<file path="config.mk">
export PLATFORM = sky130hd
export DESIGN_NAME = alu_issue
export DESIGN_NICKNAME = d
export VERILOG_FILES = /design/src/rtl/alu_pkg.sv /design/src/rtl/regfile8x8.sv /design/src/rtl/alu_issue.sv
export SDC_FILE = /design/constraint.sdc
export NUM_CORES = 1
export LEC_CHECK = 0
export CORE_ASPECT_RATIO = 1.75
export CORE_UTILIZATION = 51
export CTS_CLUSTER_SIZE = 30
export DETAILED_ROUTE_END_ITERATION = 10
export GPL_TIMING_DRIVEN = 0
export PLACE_DENSITY = 0.77
export SLEW_MARGIN = 15
export SYNTH_ARGS = -nofsm -noshare
export SYNTH_HDL_FRONTEND = slang
export SYNTH_HIERARCHICAL = 1
export SYNTH_SLANG_ARGS = --single-unit
</file>
<file path="constraint.sdc">
create_clock -name clk -period 2.3 [get_ports clk]
set_clock_uncertainty 0.15 [all_clocks]
set_input_delay 0.23 -clock clk [delete_from_list [all_inputs] [get_ports clk]]
set_output_delay 0.23 -clock clk [all_outputs]
set_load 0.02 [all_outputs]
</file>
<file path="src/rtl/alu_pkg.sv">
// alu_pkg: shared constants for the ALU issuer.
//   - ALU function-select codes (driven on alu_ctrl)
//   - request opcodes that never reach the ALU (LDI, NOP)
//   - FSM state encoding
//   - default data width / register-file depth
package alu_pkg;

    localparam int DW   = 8;
    localparam int NREG = 8;
    localparam int AW   = 3;

    localparam logic [2:0] ALU_HOLD  = 3'b000;
    localparam logic [2:0] ALU_PASSA = 3'b001;
    localparam logic [2:0] ALU_PASSB = 3'b010;
    localparam logic [2:0] ALU_ADD   = 3'b100;
    localparam logic [2:0] ALU_SUB   = 3'b101;
    localparam logic [2:0] ALU_MUL   = 3'b110;
    localparam logic [2:0] ALU_DIV   = 3'b111;
    localparam logic [2:0] OP_LDI    = 3'b000;
    localparam logic [2:0] OP_NOP    = 3'b011;

    typedef enum logic {
        ST_IDLE = 1'b0,
        ST_EXEC = 1'b1
    } state_e;

endpackage

</file>
<file path="src/rtl/regfile8x8.sv">
// regfile8x8: NREG x DW register file.
//   clk, rst          : clock, synchronous active-high clear of every entry
//   we, waddr, wdata  : single synchronous write port
//   ra/rb/rc_addr     : three asynchronous read ports (ra/rb = operands,
//   ra/rb/rc_data       rc = external readback)
module regfile8x8 #(
    parameter int DW   = 8,
    parameter int NREG = 8,
    parameter int AW   = 3
) (
    input  logic          clk,
    input  logic          rst,
    input  logic          we,
    input  logic [AW-1:0] waddr,
    input  logic [DW-1:0] wdata,
    input  logic [AW-1:0] ra_addr,
    output logic [DW-1:0] ra_data,
    input  logic [AW-1:0] rb_addr,
    output logic [DW-1:0] rb_data,
    input  logic [AW-1:0] rc_addr,
    output logic [DW-1:0] rc_data
);

    logic [DW-1:0] mem_q [NREG];

    // Clear wins over write, so a reset on the writeback edge drops the write.
    always_ff @(posedge clk) begin
        if (rst) begin
            for (int i = 0; i < NREG; i++) mem_q[i] <= '0;
        end else if (we) begin
            mem_q[waddr] <= wdata;
        end
    end

    assign ra_data = mem_q[ra_addr];
    assign rb_data = mem_q[rb_addr];
    assign rc_data = mem_q[rc_addr];

endmodule

</file>
<file path="src/rtl/alu_issue.sv">
// alu_issue: one-at-a-time operation issuer / register-file front end for
// the 8-bit ALU.
//   clk, rst                      : clock, synchronous active-high reset
//   req_valid/req_ready           : request handshake (ready only in IDLE)
//   req_op/dst/srca/srcb/imm      : request fields
//   bus2, bus3, alu_ctrl          : registered ALU operands / function select
//   alu_result, alu_z             : ALU outputs, stable at the writeback edge
//   done, done_z, div_err         : completion pulse, its zero flag, div-by-0
//   rd_addr, rd_data              : asynchronous register readback
module alu_issue
    import alu_pkg::*;
#(
    parameter int DW   = alu_pkg::DW,
    parameter int NREG = alu_pkg::NREG
) (
    input  logic          clk,
    input  logic          rst,
    input  logic          req_valid,
    output logic          req_ready,
    input  logic [2:0]    req_op,
    input  logic [2:0]    req_dst,
    input  logic [2:0]    req_srca,
    input  logic [2:0]    req_srcb,
    input  logic [DW-1:0] req_imm,
    output logic [DW-1:0] bus2,
    output logic [DW-1:0] bus3,
    output logic [2:0]    alu_ctrl,
    input  logic [DW-1:0] alu_result,
    input  logic          alu_z,
    output logic          done,
    output logic          done_z,
    output logic          div_err,
    input  logic [2:0]    rd_addr,
    output logic [DW-1:0] rd_data
);

    state_e        state_q;
    logic [DW-1:0] bus2_q, bus3_q, imm_q;
    logic [2:0]    ctrl_q, op_q, dst_q;
    logic          dz_q, done_q, done_z_q, div_err_q;

    logic [DW-1:0] opa, opb, wdata;
    logic          we, div_zero_d, done_z_d;
    logic [2:0]    ctrl_d;

    regfile8x8 #(.DW(DW), .NREG(NREG), .AW(3)) u_rf (
        .clk     (clk),
        .rst     (rst),
        .we      (we),
        .waddr   (dst_q),
        .wdata   (wdata),
        .ra_addr (req_srca),
        .ra_data (opa),
        .rb_addr (req_srcb),
        .rb_data (opb),
        .rc_addr (rd_addr),
        .rc_data (rd_data)
    );

    // Divide by zero is caught here, so the ALU never sees it.
    assign div_zero_d = (req_op == ALU_DIV) && (opb == '0);
    assign ctrl_d     = (req_op == OP_LDI || req_op == OP_NOP || div_zero_d) ? ALU_HOLD : req_op;

    // Writeback happens on the EXEC->IDLE edge; NOP and blocked divides skip it.
    assign we    = (state_q == ST_EXEC) && !dz_q && (op_q != OP_NOP);
    assign wdata = (op_q == OP_LDI) ? imm_q : alu_result;

    always_comb begin
        done_z_d = alu_z;
        if (dz_q || op_q == OP_NOP) done_z_d = 1'b0;
        else if (op_q == OP_LDI)    done_z_d = (imm_q == '0);
    end

    always_ff @(posedge clk) begin
        if (rst) begin
            state_q   <= ST_IDLE;
            bus2_q    <= '0;
            bus3_q    <= '0;
            ctrl_q    <= ALU_HOLD;
            op_q      <= OP_NOP;
            dst_q     <= '0;
            imm_q     <= '0;
            dz_q      <= 1'b0;
            done_q    <= 1'b0;
            done_z_q  <= 1'b0;
            div_err_q <= 1'b0;
        end else begin
            case (state_q)
                ST_IDLE: begin
                    done_q    <= 1'b0;
                    done_z_q  <= 1'b0;
                    div_err_q <= 1'b0;
                    if (req_valid) begin
                        state_q <= ST_EXEC;
                        bus2_q  <= opa;
                        bus3_q  <= opb;
                        ctrl_q  <= ctrl_d;
                        op_q    <= req_op;
                        dst_q   <= req_dst;
                        imm_q   <= req_imm;
                        dz_q    <= div_zero_d;
                    end
                end
                default: begin
                    state_q   <= ST_IDLE;
                    ctrl_q    <= ALU_HOLD;
                    done_q    <= 1'b1;
                    done_z_q  <= done_z_d;
                    div_err_q <= dz_q;
                end
            endcase
        end
    end

    assign req_ready = (state_q == ST_IDLE);
    assign bus2      = bus2_q;
    assign bus3      = bus3_q;
    assign alu_ctrl  = ctrl_q;
    assign done      = done_q;
    assign done_z    = done_z_q;
    assign div_err   = div_err_q;

endmodule
</file>
After elaboration in Yosys (flattened, before gate mapping)
Memories as Yosys holds them, arrays and structs flattened. A register that Yosys moved wholly into a read port is not among the register bits.
Index checks and enable logic that the tools add are counted.
{"block": "op_classes", "eq_ne": 4, "n_mux": 13, "bitwise_logic": 1, "reduce_logical": 16}
{"op": "8-bit logical NOT", "count": 2}
{"op": "8-bit 2-to-1 mux", "count": 2}
{"op": "1-bit 2-to-1 mux", "count": 9}
{"op": "8-bit OR reduction", "count": 1}
{"op": "3-bit by 2-bit equality test with 1-bit output, second input constant", "count": 2}
{"op": "3-bit logical NOT", "count": 2}
{"op": "3-bit 2-to-1 mux", "count": 2}
{"op": "2-bit OR reduction", "count": 2}
{"op": "3-bit equality test, second input constant", "count": 1}
{"op": "1-bit logical AND", "count": 3}
{"op": "1-bit logical OR", "count": 3}
{"op": "3-bit by 2-bit inequality test with 1-bit output, second input constant", "count": 1}
{"op": "3-bit OR reduction", "count": 1}
{"op": "2-bit AND reduction", "count": 1}
{"op": "1-bit logical NOT", "count": 1}
{"op": "1-bit NOT", "count": 1}
{"block": "word_totals", "reg_bits": 30, "mem_bits_rw": 64, "in_bits": 35, "output_inout_bits": 31, "wordCells": 45, "mem_count": 1}
{"memory": "u_rf.mem_q", "depth": 8, "width": 8, "rd": 3, "rd_clocked_by_memory_dff": 1, "wr": 8, "line": "regfile8x8.sv:24", "source": "logic [DW-1:0] mem_q [NREG];"}

Longest topological paths before layout
{"block": "logic_depth", "depth_word": 8, "depth_mapped": 7}

Hierarchy
Netlist, hierarchy kept.
{"mod": "regfile8x8", "n_inst": 1, "cells_each": 251, "area_per_inst_um2": 4065.1}
{"mod": "alu_issue", "n_inst": 1, "cells_each": 175, "area_per_inst_um2": 1482.7}

Worst setup path after synthesis
OpenSTA, ideal clock, no wires.
{"block": "synth_path", "path_type": "reg-to-reg", "start": "register op_q[2]", "end": "memory u_rf.mem_q[0][0], enable pin", "setup_ns": 0.375, "arrival_ns": 1.928, "setup_slack_ns": -0.153, "stages_incl_launch_ff": 7, "n_path_buf": 2, "cell_sequence": "dfxtp_1 nand3b_1 nor3b_1 or3b_2 buf_2 buf_2 o21bai_1"}
{"element": "from (decl)", "line": "alu_issue.sv:39", "source": "logic [2:0] ctrl_q, op_q, dst_q;"}
{"element": "from (signal assigned)", "line": "alu_issue.sv:98", "source": "op_q <= req_op;"}
{"element": "to (decl)", "line": "regfile8x8.sv:24"}

==> key figures <==
Run status
  – Run status: finished clean

Global routing
  – Busiest grt layer: met2
  – Met3 layer usage reported by global route: 5.41%
  – Vias in the first global route: 4281
  – First-pass GRT wire length: 23000 um
  – Met1 usage: 26.4%
  – Initial antenna violation count: 0
  – Largest net degree at the start of global routing: 17
  – Grt met2 use: 52.9%
  – All-layer global routing usage: 28.8%
  – GR Overflow Total: 0

Logic synthesis
  – Syn Nets: 461
  – EDFF count, synth: 64
  – Yosys warns: 6
  – Synth area leader: edfxtp_1
  – Synth top area cells: edfxtp_1, mux4_1, dfxtp_1
  – Seq cells post-synth: 102
  – Ys flop type: edfxtp_1
  – Unique masters post-synth: 32
  – Post-Synthesis Cells: 426
  – Post-synthesis async set-or-reset flop share: 0%
  – Most common cell in the netlist: nor3_1
  – Top-area cell type share of the netlist area: 34.6%
  – Sequential area share after synthesis: 48.4%
  – Post-Syn Area: 0.00555 mm^2
  – Synth top cells by count: nor3_1, edfxtp_1, nand2_1
  – Syn avg cell area: 13.0 um^2

Timing
  – RSZ-0062 raised after global routing: false
  – Period utilization: 98.7%
  – Final Hold Fails: 0
  – Worst slew pin tran: 0.674 ns
  – Final setup fails: 0
  – Max Fclk: 440 MHz
  – Slew HR: 55.0%
  – Setup TNS: 0 ns
  – Minimum clock period: 2.27 ns
  – Slew Viols, Final: 0

Drt
  – Average vias per placed instance: 6.48
  – Pre-antenna DRT Iters: 4
  – ANT nets after route: 0
  – # DRC: 0
  – Via total after detailed routing: 4121
  – Drt wl/cell: 23.9 um
  – Total length of routed wires: 15200 um
  – Initial DRC Count: 324

Power
  – Leak: 2.43 nW
  – Clock share of power: 34.6%
  – Switching part of the total: 24.8%
  – Logic pwr share: 16.5%
  – Internal power: 3.20 mW
  – Sequential share of power: 49.0%
  – PwrDens: 630 mW/mm^2
  – VDD IR max: 0.554 mV
  – NetSw: 1.06 mW

Floorplan
  – Row count: 50
  – IO Pins: 66
  – Core Region: 0.0106 mm^2
  – Initial Util: 52.2%
  – Die ar.: 0.0113 mm^2
  – Die width: 80.8 um
  – Die H: 140 um

Final layout
  – Final nets: 537
  – Layout cell share with drive strength beyond 1: 20.8%
  – Antenna cell count: 0
  – Final Util: 63.5%
  – Register area: 0.00269 mm^2
  – Fillers: 805
  – Area Overhead vs Synth: 21.8%
  – Multi-input gate area: 0.00271 mm^2

Setup path
  – WP data required: 2.39 ns
  – CP max FO: 3
  – Delay-heaviest family, CP: multiplexers
  – Crit. End Element: flop
  – Critical Path Max Stage Delay: 0.51 ns
  – Critical path origin: u_rf/mem_q[4][3]$_SDFFCE_PN0P_
  – Kind of critical path: reg2reg
  – Critical path data arrival time: 2.36 ns
  – Worst Path Buf+Inv: 0
  – Worst path cell trace: mux4_2 -> mux2_4 -> nor4b_4 -> nand3_2 -> a32o_1
  – Slowest cell on the critical path: mux4_2
  – Reg-to-reg critical path startpoint: u_rf/mem_q[4][3]$_SDFFCE_PN0P_
  – CP Launch Type: flop

Worst hold path
  – Hold Path Class: in2reg
  – Hold path startpoint: req_imm[7]

Job
  – Max-Cap Viols: 0

Clock tree
  – CTS H-Tree Depth: 3
  – Hold buffers post-CTS: 0
  – CTS clk-pin slew, worst paths: 0.06 ns
  – Cts bufs inserted: 9
  – Clk_lat worst skew: 0.35 ns
  – Clk root buf: clkbuf_16
  – Sink Count: 102
  – CTS tree: done
  – Max clock buf depth: 2

Placed design
  – I/O Buffers: 56
  – Placer Congestion: 0.904
  – Post-DP HPWL: 11900 um
## per-layer routing
layer  share of wire [%]  wire, um
met1                  31      4700
met5                   0         0
met3                 4.7       718
met2                  57      8700
met4                 7.0      1060
## power groups by stage
stage          logic, mW  registers [mW]  clock network (mW)
2_1_floorplan      0.404            2.12                   0
3_3_place_gp       0.651            2.12                   0
3_5_place_dp       0.662            2.12                   0
4_1_cts            0.683            2.08                1.49
5_1_grt            0.740            2.09                1.56
6_report           0.701            2.09                1.47
## registers in the layout (all words and copies together) (netlist names)
signal / cells
alu_ctrl: 3
bus2: 8
bus3: 8
div_err: 1
done: 1
done_z: 1
dst_q: 3
dz_q: 1
imm_q: 8
op_q: 3
state_q: 1
u_rf/mem_q: 64
## placed cells by master (no fill, tap or decap), drive strengths merged, types with 4 or more instances in the layout
cell type      count
nor3              67
edfxtp            64
nand2             62
clkdlybuf4s50     48
mux4              48
dfxtp             38
mux2              32
buf               32
a21oi             30
clkbuf            28
clkinv            10
o21bai             8
nand3b             5
clkdlybuf4s15      5
nand2b             4
## area by class of cell
class                           count  area share (%)
Inverter                           10           0.555
Timing Repair Buffer               66            9.42
Sequential cell                   102            39.7
Clock buffer                       10            3.39
Clock inverter                      5           0.870
Buffer                             38            3.52
Multi-Input combinational cell    275            40.1
Tap cell                          130            2.41
## tightest hold or removal path: stages
cell,delay [ns]
clkdlybuf4s50_1,0.40
nand2_1,0.06
a21oi_1,0.05
## metrics by stage
step / cell area [um^2] / cells / hold WS [ns] / power [mW] / setup WS, ns
after floorplan: 5560 / 426 / 0.204 / 2.52 / -0.153
after global placement: 6280 / 612 / 0.297 / 2.77 / -0.771
after detailed placement: 6280 / 612 / 0.302 / 2.79 / -0.788
after CTS: 6700 / 629 / 0.276 / 4.26 / 0.00150
after global routing: 6760 / 636 / 0.289 / 4.39 / 0.00363
final: 6760 / 636 / 0.287 / 4.26 / 0.0295
## path summary, 6_finish.rpt
check	slack, ns	endpoint	depth (start not counted)
worst max register to register	0.03	alu_ctrl[1]$_SDFFE_PP0P_	5
worst max-delay path	0.03	alu_ctrl[1]$_SDFFE_PP0P_	5
worst min register to register	0.31	bus3[4]$_SDFFE_PP0P_	2
worst min-delay path	0.29	imm_q[7]$_SDFFE_PP0P_	3
## cell families (layout without fill, tap and decap cells)
logic type	after synthesis	after routing	synth area share (%)
muxes	80	80	28.8
DFF	102	102	48.4
and+or+nand+nor	152	152	13.4
buffers and inverters	49	129	4.89
AOI/OAI and AO/OA	43	43	4.60
## timing repair
action / CTS / global route
endpoints found under the setup margin: 75 / 52
gates resized for setup: 33 / 15
hold endpoints to repair: 0 / 0
setup buffers: 3 / 7
pin swaps: 3 / 3
(Power assumes the default switching activity.)
